### src/rtl/gio_debounce.sv
`default_nettype none
// ============================================================================
//  Module   : gio_debounce
//  Purpose  : Per-pin synchroniser and glitch filter in front of the GIO
//             input ports. Sample period and per-pin bypass are programmable
//             from the Pacoblaze port bus (write-only).
//  Revision : 1.0  initial release
// ============================================================================
module gio_debounce #(
   parameter int         WIDTH          = 4,
   parameter logic [7:0] ADDR_PERIOD    = 8'h10,
   parameter logic [7:0] ADDR_BYPASS    = 8'h11,
   parameter logic [7:0] DEFAULT_PERIOD = 8'd99,
   parameter int         STABLE_TICKS   = 3
) (
   input  logic             clk,
   input  logic             rst,
   input  logic [WIDTH-1:0] pins_in,
   output logic [WIDTH-1:0] pins_out,
   output logic [WIDTH-1:0] changed,
   input  logic [7:0]       address,
   input  logic [7:0]       value_in,
   input  logic             wen
);

   // A single matching tick can never qualify a new level, so the filter
   // depth is never allowed below two ticks.
   localparam int c_ticks = (STABLE_TICKS < 2) ? 2 : STABLE_TICKS;
   localparam int c_cnt_w = $clog2(c_ticks);
   localparam logic [c_cnt_w-1:0] c_cnt_last = c_cnt_w'(c_ticks - 1);
   localparam logic [c_cnt_w-1:0] c_cnt_one  = c_cnt_w'(1);

   localparam logic [0:0] c_stable  = 1'b0;
   localparam logic [0:0] c_pending = 1'b1;

   logic [WIDTH-1:0] r_sync1;
   logic [WIDTH-1:0] r_sync2;
   logic [7:0]       r_period;
   logic [WIDTH-1:0] r_bypass;
   logic [7:0]       r_presc;
   logic             w_tick;
   logic             w_wr_period;
   logic             w_wr_bypass;
   logic             w_unused_value;

   assign w_wr_period    = wen && (address == ADDR_PERIOD);
   assign w_wr_bypass    = wen && (address == ADDR_BYPASS);
   assign w_tick         = (r_presc == r_period);
   // Upper data bits are meaningless for narrow instances.
   assign w_unused_value = ^value_in;

   // Two-flop synchroniser for every raw pin.
   always_ff @(posedge clk or posedge rst) begin
      if (rst) begin
         r_sync1 <= '0;
         r_sync2 <= '0;
      end else begin
         r_sync1 <= pins_in;
         r_sync2 <= r_sync1;
      end
   end

   // Port-bus writes to the period and bypass registers.
   always_ff @(posedge clk or posedge rst) begin
      if (rst) begin
         r_period <= DEFAULT_PERIOD;
         r_bypass <= '0;
      end else begin
         if (w_wr_period) r_period <= value_in;
         if (w_wr_bypass) r_bypass <= value_in[WIDTH-1:0];
      end
   end

   // Sample prescaler: ticks once every period+1 cycles; restarted by a
   // period write so the new period takes effect from the write edge.
   always_ff @(posedge clk or posedge rst) begin
      if (rst) begin
         r_presc <= '0;
      end else if (w_wr_period || w_tick) begin
         r_presc <= '0;
      end else begin
         r_presc <= r_presc + 8'd1;
      end
   end

   generate
      for (genvar i = 0; i < WIDTH; i++) begin : g_bit
         logic [0:0]         r_state;
         logic [c_cnt_w-1:0] r_cnt;
         logic               r_level;
         logic               r_chg;
         logic               w_mismatch;

         assign w_mismatch  = r_sync2[i] ^ r_level;
         assign pins_out[i] = r_level;
         assign changed[i]  = r_chg;

         // Per-pin filter: a new level is accepted only after it has been
         // seen on c_ticks consecutive sample ticks with no matching cycle.
         always_ff @(posedge clk or posedge rst) begin
            if (rst) begin
               r_state <= c_stable;
               r_cnt   <= '0;
               r_level <= 1'b0;
               r_chg   <= 1'b0;
            end else begin
               r_chg <= 1'b0;
               if (r_bypass[i]) begin
                  r_level <= r_sync2[i];
                  r_chg   <= w_mismatch;
                  r_state <= c_stable;
                  r_cnt   <= '0;
               end else begin
                  case (r_state)
                     c_stable: begin
                        if (w_mismatch && w_tick) begin
                           r_state <= c_pending;
                           r_cnt   <= c_cnt_one;
                        end
                     end
                     c_pending: begin
                        if (!w_mismatch) begin
                           r_state <= c_stable;
                           r_cnt   <= '0;
                        end else if (w_tick) begin
                           if (r_cnt == c_cnt_last) begin
                              r_level <= r_sync2[i];
                              r_chg   <= 1'b1;
                              r_state <= c_stable;
                              r_cnt   <= '0;
                           end else begin
                              r_cnt <= r_cnt + c_cnt_one;
                           end
                        end
                     end
                     default: begin
                        r_state <= c_stable;
                        r_cnt   <= '0;
                     end
                  endcase
               end
            end
         end
      end
   endgenerate

endmodule
`default_nettype wire

### config.mk
export PLATFORM = sky130hd
export DESIGN_NAME = gio_debounce
export DESIGN_NICKNAME = d
export VERILOG_FILES = /design/src/rtl/gio_debounce.sv
export SDC_FILE = /design/constraint.sdc
export NUM_CORES = 1
export LEC_CHECK = 0
export CAP_MARGIN = 20
export CORE_ASPECT_RATIO = 0.75
export CORE_MARGIN = 4
export CORE_UTILIZATION = 54
export DETAILED_ROUTE_END_ITERATION = 10
export GPL_TIMING_DRIVEN = 1
export PLACE_DENSITY = 0.79
export SLEW_MARGIN = 20
export SYNTH_ARGS = -nofsm -noshare
export SYNTH_HDL_FRONTEND = slang
export SYNTH_SLANG_ARGS = --single-unit
### constraint.sdc
create_clock -name clk -period 2.3 [get_ports clk]
set_input_delay 0.46 -clock clk [delete_from_list [all_inputs] [get_ports clk]]
set_output_delay 0.46 -clock clk [all_outputs]
set_load 0.02 [all_outputs]
==> results.toml, run 1 <==
[outcome]
status = "complete, no violations"

[final_layout]
diodes = 0
mostFrequentLayoutCell = "dfrtp_1"
fin_cells = 277
stdcell_area_um2 = 2690
utilization = 0.6636
finalNetCount = 245
drive_gt1_frac = 0.1847
syn2layout_area_growth_pct = 18.33
final_cell_mix = "dfrtp_1 (44), clkdlybuf4s50_1 (30), mux2_2 (16)"

[die]
core_area_um2 = 4054
rows = 20
die_y_um = 64.19
io_pins = 31
die_area_um2 = 5323
start_util = 0.5608
die_w_um = 82.92

[clock_tree]
cts_hold_buf = 0
clock_latency_ps = 290
cts_max_level = 2
postCtsResizedCells = 0
cts_buffer_depth = 2
path_clk_slew_ps = 80
cts-buffers-inserted = 5
cts.sinks = 48
cts_setup_buffers = 0
cts_tree = "built"
cts_root_buf = "clkbuf_8"

[critical_path]
startpoint = "r_period[5]$_DFFE_PP1P_"
worstPathArrival_ps = 2090
r2r_start = "r_period[5]$_DFFE_PP1P_"
end_kind = "register"
critical_path_class = "register to register"
r2r_end = "g_bit[1].r_level$_DFFE_PP0P_"
critical_path.max_fanout = 7
rrSetupSlack_ps = 390
worstSetupEndpoint = "g_bit[1].r_level$_DFFE_PP0P_"
crit_required_ps = 2480
critPathLaunchType = "register"
r2r_cells = 5

[synthesis]
synth_top_area_cell = "dfrtp_1"
synth_seq_cells = 48
syn_area_um2 = 2273
syn_nets = 214
ys_types = 34
yosys-top-cells-area = "dfrtp_1 (48%), mux2_2 (7.9%), dfstp_2 (4.6%)"
synthCells = 190
avgSynthCellArea_um2 = 11.97
ys_warn_count = 0
yosysSeqAreaShare = 0.5305
yosys.area.top_type_share = 0.4843

[route]
dr.pass1.iters = 4
ant_nets = 0
route.detailed.drc = 0
wirelength_um = 4323
drt_iter0_drc = 84
vias = 1586
wl_per_cell_um = 15.61
routed_via_density = 5.726

[timing]
fin_setup_tns_ps = 0
finalCritPeriodShare = 0.8308
fin_crit_ps = 1911
final_max_slew_viol_count = 0
worst_slew_pin_slew_ps = 596.9
max_slew_margin = 0.6020
final-setup-viol-count = 0
clock_skew_ps = 3.312
max_freq_mhz = 523.3
hold_violations = 0
rsz0062_at_grt = "false"

[global_route]
antenna_found_initial = 0
grt-ovfl-total = 0
top_usage_layer = "met2"
grtUsageMet1 = 0.2207
met3_usage = 0.04381
grt_use_met2 = 0.2820
grt_max_degree = 49
grtUsageTotal = 0.1729
grt_pass1_wl_um = 7452
grt_pass1_vias = 1679

[placement]
placed_cell_area_um2 = 2600
globalplace.congestion = 0.8219
hpwl_um = 3189
portBuffers = 30
place_inst = 269

[run]
max_cap_viol_count = 0

[pwr]
power_leakage_uw = 0.001138
ir_drop_mv = 0.5668
powerDensity_nw_per_um2 = 995.4

[worst_hold_path]
worstHoldPathCells = 0
min_path_type = "register to register"
stage by stage:
step                      setup WS [ps]  total power [uW]  hold slack [ps]
final                             389.2              2678            353.8
after global routing              289.8              2850            358.8
after CTS                         388.3              2697            355.4
after detailed placement          192.2              2187            335.6
after global placement            233.8              2125            333.2
after floorplan                   558.7              1906            331.2
metal layers:
layer	routed length [um]	share of wire	vias up
met5	0	0	-
met4	32	0.0074	0
met3	204	0.047	4
met2	2144	0.50	51
met1	1942	0.45	789
li1	-	-	742
area by class of cell:
class,instances,area (um2)
fillers,331,1364
flip-flops and latches,48,1206
multi-input cells,125,960.9
repair buffers,36,345.3
clock buffers,8,90.09
well taps,55,68.82
inverters,5,18.77
Yosys cell counts:
library cell,instances
and4_1,2
nand3_1,9
nor4_1,5
inv_1,5
nor2_1,8
nand4_1,2
xnor2_1,12
mux2_2,16
o211ai_1,1
a31oi_1,2
a21oi_1,7
xnor2_2,1
buf_2,1
nor4b_1,2
nor3b_1,2
nand4_2,2
o311ai_0,3
xor2_1,9
nor3_1,11
and3_1,3
nand2_1,5
o21ai_0,5
nor2_2,1
nand3b_1,1
or4_1,1
ha_1,1
o211a_1,4
nor4_2,1
nand2b_1,3
buf_4,11
or3_1,3
dfstp_2,4
dfrtp_1,44
a31oi_4,3
how the worst min path moves through the flow:
| stage | startpoint | to | slack [ps] |
|---|---|---|---|
| floorplan | r_sync1[0]$_DFF_PP0_ | r_sync2[0]$_DFF_PP0_ | 330 |
| global placement | r_sync1[3]$_DFF_PP0_ | r_sync2[3]$_DFF_PP0_ | 330 |
| detailed placement | r_sync1[2]$_DFF_PP0_ | r_sync2[2]$_DFF_PP0_ | 340 |
| CTS | r_sync1[2]$_DFF_PP0_ | r_sync2[2]$_DFF_PP0_ | 360 |
| global route | r_sync1[2]$_DFF_PP0_ | r_sync2[2]$_DFF_PP0_ | 360 |
| finish | r_sync1[3]$_DFF_PP0_ | r_sync2[3]$_DFF_PP0_ | 350 |
kinds of logic after synthesis:
kind of cell               after synthesis  synth area share
buffers and inverters                   17           0.04678
and+or+nand+nor                         61            0.1574
xor gates and xnor gates                22           0.08806
adders and majority gates                1          0.005503
DFF                                     48            0.5305
muxes                                   16           0.07925
AOI/OAI and AO/OA                       25           0.09246
sequential cells by signal (all words and copies together), names as in the netlist:
signal         flops
g_bit.r_state      4
r_sync1            4
g_bit.r_chg        4
g_bit.r_cnt        8
r_period           8
r_sync2            4
r_bypass           4
r_presc            8
g_bit.r_level      4
critical path, cell delays in order, from the launching register on:
cell and delay (ps):
dfstp_2 560, xnor2_1 150, and4_1 470, buf_4 230, a31oi_4 100, mux2_2 280
report_power, final:
part | switching (uW) | internal (uW)
clock | 258 | 245
sequential | 198 | 1000
combinational | 530 | 445
(Power assumes the default switching activity.)
==> run 2, diff against run 1 <==
==> constraint.sdc (replaced) <==
create_clock -name clk -period 1.95 [get_ports clk]
set_input_delay 0.39 -clock clk [delete_from_list [all_inputs] [get_ports clk]]
set_output_delay 0.39 -clock clk [all_outputs]
set_load 0.02 [all_outputs]
==> run 2 against run 1 <==
Against the previous run:
- setup slack lost 240 ps
- combinational power grew 25%
- sequential power grew 18%
- worst hold slack gained 3.9 ps
- cell area grew 3.4%
- critical path depth is the same
- clock skew grew 2.7 ps
- register-to-register slack lost 240 ps
- routed wire length grew 0.14%
- clock-buffer cell count shrank 1
- largest cell class unchanged
==> results.toml, run 2 (synthesis results as in run 1) <==
[outcome]
status = "complete, no violations"

[pwr]
powerDensity_nw_per_um2 = 1227
switching_share = 0.3510
p_int_uw = 2214
p_switching_uw = 1197
pwr-share-clk = 0.227
design_power_total_uw = 3411
ir_drop_mv = 0.6679
seqPwrFrac = 0.416
combPwrFrac = 0.357
power_leakage_uw = 0.001184

[critical_path]
critPathLaunchType = "register"
critical_path.max_fanout = 7
r2r_cells = 5
worstPathArrival_ps = 2000
rrSetupSlack_ps = 140
critical_path_class = "register to register"
r2r_start = "r_period[6]$_DFFE_PP1P_"
r2r_end = "g_bit[1].r_level$_DFFE_PP0P_"
crit_required_ps = 2140
end_kind = "register"

[global_route]
grt-ovfl-total = 0
grt_pass1_vias = 1708
grtUsageTotal = 0.1762
grt_max_degree = 49
antenna_found_initial = 0
grt_pass1_wl_um = 7445

[clock_tree]
path_clk_slew_ps = 80
cts_max_level = 2
cts_buffer_depth = 2
cts_tree = "built"
cts_setup_buffers = 0
cts-buffers-inserted = 5
clock_latency_ps = 300
cts_hold_buf = 0
cts_root_buf = "clkbuf_8"
postCtsResizedCells = 0
cts.sinks = 48

[worst_hold_path]
min_path_type = "register to register"
min_from = "r_sync1[2]$_DFF_PP0_"
worstHoldPathCells = 0
hold_end = "r_sync2[2]$_DFF_PP0_"

[timing]
finalCritPeriodShare = 0.9257
worst_slew_pin_slew_ps = 351.5
fin_crit_ps = 1805
hold_violations = 0
max_slew_margin = 0.7645
final-setup-viol-count = 0
fin_setup_tns_ps = 0
max_freq_mhz = 554.0
finalWorstSetupSlack_ps = 144.9
clock_skew_ps = 5.989
final_max_slew_viol_count = 0
rsz0062_at_grt = "false"

[die]
die_area_um2 = 5323
core_area_um2 = 4054
rows = 20
die_y_um = 64.19
start_util = 0.5608
die_w_um = 82.92
io_pins = 31

[route]
routed_via_density = 5.730
dr.pass1.iters = 4
wl_per_cell_um = 15.41
vias = 1610
ant_nets = 0
route.detailed.drc = 0
drt_iter0_drc = 81
wirelength_um = 4329

[run]
max_cap_viol_count = 0

[final_layout]
drive_gt1_frac = 0.2080
top_regs = "g_bit.r_cnt: 8 flops, r_period: 8 flops, r_presc: 8 flops"
finalNetCount = 249
final_cell_mix = "dfrtp_1 (44), clkdlybuf4s50_1 (30), mux2_2 (16)"
mostFrequentLayoutCell = "dfrtp_1"
diodes = 0
syn2layout_area_growth_pct = 22.34

[placement]
hpwl_um = 3262
portBuffers = 30
globalplace.congestion = 0.8294
post-place-ws_ps = -51.97
[run 2: cell types whose count changed in the layout (fill, tap and decap cells not counted)]
| cell | previous run | this run |
|---|---|---|
| clkbuf_1 | 2 | 0 |
| clkbuf_8 | 6 | 7 |
| bufinv_16 | 0 | 1 |
| buf_4 | 6 | 8 |
| buf_12 | 0 | 2 |
[run 2: critical path, cell delays in order, from the launching register on]
cell	delay [ps]
dfstp_2	550
xnor2_1	150
and4_1	380
buf_4	230
a31oi_4	100
mux2_2	280
[run 2: through the flow]
step	hold WS, ps	std cells	util	instance area [um2]
finish	357.7	281	0.6861	2781
global route	371.8	281	0.6861	2781
CTS	360.2	281	0.6861	2781
detailed placement	336.5	273	0.6549	2655
global placement	333.0	273	0.6549	2655
floorplan	331.2	190	-	2273
[run 2: metal layers]
layer | up-vias | track usage | part of all wire
met1 | 798 | 0.2077 | 0.41
met4 | 0 | 0.07755 | 0.019
met5 | - | 0 | 0
met3 | 9 | 0.04639 | 0.061
li1 | 751 | - | -
met2 | 52 | 0.3050 | 0.51
[run 2: area by class of cell]
type,count,area [um2]
clock buffers,7,96.34
clock inverters,1,30.03
fillers,316,1272
inverters,5,18.77
multi-input cells,125,960.9
flip-flops and latches,48,1206
well taps,55,68.82
repair buffers,40,400.4
[run 2: how the worst max path moves through the flow]
stage / startpoint / end / depth (start not counted)
after floorplan: address[1] / r_period[3]$_DFFE_PP0P_ / 5
after global placement: address[1] / r_period[4]$_DFFE_PP0P_ / 6
after detailed placement: address[1] / r_period[3]$_DFFE_PP0P_ / 6
after CTS: r_period[6]$_DFFE_PP1P_ / g_bit[2].r_level$_DFFE_PP0P_ / 5
after global routing: r_presc[4]$_DFF_PP0_ / g_bit[1].r_level$_DFFE_PP0P_ / 5
final: r_period[6]$_DFFE_PP1P_ / g_bit[1].r_level$_DFFE_PP0P_ / 5
[run 2: power groups by stage]
stage                     combinational [uW]  clock, uW  sequential [uW]
after floorplan                          878          0             1370
after global placement                  1160          0             1400
after detailed placement                1220          0             1430
after CTS                               1230        791             1410
after global routing                    1330        834             1450
final                                   1220        775             1420
==> run 3, diff against run 2 <==
--- a/config.mk
+++ b/config.mk
@@ -10,8 +10,10 @@
 export CORE_MARGIN = 4
 export CORE_UTILIZATION = 54
 export DETAILED_ROUTE_END_ITERATION = 10
-export GPL_TIMING_DRIVEN = 1
+export GPL_TIMING_DRIVEN = 0
+export HOLD_SLACK_MARGIN = 0.12
 export PLACE_DENSITY = 0.79
+export SKIP_LAST_GASP = 1
 export SLEW_MARGIN = 20
 export SYNTH_ARGS = -nofsm -noshare
 export SYNTH_HDL_FRONTEND = slang
==> run 3 against run 2 <==
Against the previous run:
- combinational power hardly changed
- clock power decreased by 26%
- final cell count grew 2.5%
- clock-buffer cell count grew 1
- fmax is 2.8% lower
- largest power group unchanged
- highest routed layer unchanged
==> results.toml, run 3 (synthesis results as in run 1) <==
[outcome]
status = "complete, no violations"

[route]
vias = 1571
wirelength_um = 4301
wl_per_cell_um = 14.93
drt_iter0_drc = 74
routed_via_density = 5.455
dr.pass1.iters = 4
ant_nets = 0
route.detailed.drc = 0

[global_route]
grt_max_degree = 29
grt_pass1_vias = 1721
grtUsageTotal = 0.1818
antenna_found_initial = 0
grt_pass1_wl_um = 7721
grt-ovfl-total = 0

[final_layout]
top_regs = "g_bit.r_cnt: 8 flops, r_period: 8 flops, r_presc: 8 flops"
fin_cells = 288
mostFrequentLayoutCell = "dfrtp_1"
syn2layout_area_growth_pct = 22.51
diodes = 0
final_cell_mix = "dfrtp_1 (44), clkdlybuf4s50_1 (30), mux2_2 (16)"
fillers = 331
utilization = 0.6870
drive_gt1_frac = 0.2232
finalNetCount = 256

[timing]
fin_crit_ps = 1857
final_max_slew_viol_count = 0
final-setup-viol-count = 0
max_slew_margin = 0.6964
finalCritPeriodShare = 0.9525
max_freq_mhz = 538.4
rsz0062_at_grt = "true"
worst_slew_pin_slew_ps = 454.8
fin_setup_tns_ps = 0
clock_skew_ps = 9.430
hold_violations = 0

[critical_path]
critical_path.slowest_cell = "or4_1"
critical_path_class = "register to register"
critical_path_depth = 4
critPathLaunchType = "register"
crit_required_ps = 2160
r2r_end = "g_bit[0].r_cnt[1]$_DFFE_PP0P_"
crit_path_max_incr_delay_ps = 590
worstSetupEndpoint = "g_bit[0].r_cnt[1]$_DFFE_PP0P_"
critical_path.max_fanout = 7
rrSetupSlack_ps = 90
crit_buf_inv = 0
r2r_start = "r_period[6]$_DFFE_PP1P_"
critPathTopFamily = "simple AND/OR/NAND/NOR gates"
path_cells = "xnor2_1 -> nand4_2 -> or4_1 -> a31oi_1"
end_kind = "register"
r2r_cells = 4
worstPathArrival_ps = 2070
startpoint = "r_period[6]$_DFFE_PP1P_"

[clock_tree]
cts_max_level = 2
clock_latency_ps = 300
cts-buffers-inserted = 5
cts_buffer_depth = 2
path_clk_slew_ps = 80
cts.sinks = 48
cts_hold_buf = 0
cts_tree = "built"
cts_root_buf = "clkbuf_8"

[die]
io_pins = 31
die_y_um = 64.19
start_util = 0.5608
core_area_um2 = 4054
die_area_um2 = 5323
rows = 20
die_w_um = 82.92

[worst_hold_path]
worstHoldPathCells = 0
min_path_type = "register to register"

[pwr]
ir_drop_mv = 0.7318
powerDensity_nw_per_um2 = 1149
power_leakage_uw = 0.001194
design_power_total_uw = 3201

[placement]
portBuffers = 30
hpwl_um = 3160
place_inst = 276
globalplace.congestion = 0.7907

[run]
max_cap_viol_count = 0
[run 3: cell count changes in the layout (fill, tap and decap cells not counted), sizes merged]
cell    before  now
clkbuf       7    8
bufinv       1    0
buf         10   17
[run 3: routing by layer]
metal  GRT usage  vias to the layer above  routed length (um)
li1            -                      764                   -
met1      0.2276                      766                1976
met2      0.2980                       36                2020
met3     0.05026                        5                 248
met4     0.07755                        0                  55
met5           0                        -                   0
[run 3: final cells by class]
class	instances	area [um2]	area share
tap	55	68.82	0.02471
timing repair buffer	35	350.3	0.1258
multi-input combinational	125	973.4	0.3495
sequential	48	1206	0.4331
clock buffer	8	80.08	0.02875
buffer	12	87.58	0.03145
inverter	5	18.77	0.006739
[run 3: timing repair]
action | 4_1_cts | 5_1_grt
endpoints found under the setup margin | 12 | 12
setup buffers | 0 | 4
pin swaps | 0 | 1
endpoints found under the hold margin | 0 | 0
resized for setup | 2 | 1
[run 3: report_power, final]
group | total, uW | switching (uW) | internal, uW
Sequential | 1410 | 229 | 1180
Clock | 574 | 318 | 256
Combinational | 1220 | 652 | 564
Total | 3200 | 1200 | 2000
[run 3: worst min path at each step]
stage,slack (ps),startpoint,endpoint
floorplan,330,r_sync1[0]$_DFF_PP0_,r_sync2[0]$_DFF_PP0_
global placement,330,r_sync1[0]$_DFF_PP0_,r_sync2[0]$_DFF_PP0_
detailed placement,330,r_sync1[3]$_DFF_PP0_,r_sync2[3]$_DFF_PP0_
CTS,350,r_sync1[3]$_DFF_PP0_,r_sync2[3]$_DFF_PP0_
global route,360,r_sync1[3]$_DFF_PP0_,r_sync2[3]$_DFF_PP0_
finish,350,r_sync1[3]$_DFF_PP0_,r_sync2[3]$_DFF_PP0_
[run 3: stage by stage]
| stage | cell area [um2] | hold slack, ps | setup slack, ps |
|---|---|---|---|
| 2_1_floorplan | 2273 | 331.2 | 278.7 |
| 3_3_place_gp | 2643 | 332.4 | -542.8 |
| 3_5_place_dp | 2663 | 334.7 | -370.3 |
| 4_1_cts | 2750 | 353.4 | 44.90 |
| 5_1_grt | 2785 | 359.7 | -9.402 |
| 6_report | 2785 | 351.6 | 92.54 |
[run 3: worst register-to-register path, stage by stage (launching register included)]
cell and delay, ps:
dfstp_2 550, xnor2_1 150, nand4_2 300, or4_1 590, a31oi_1 190
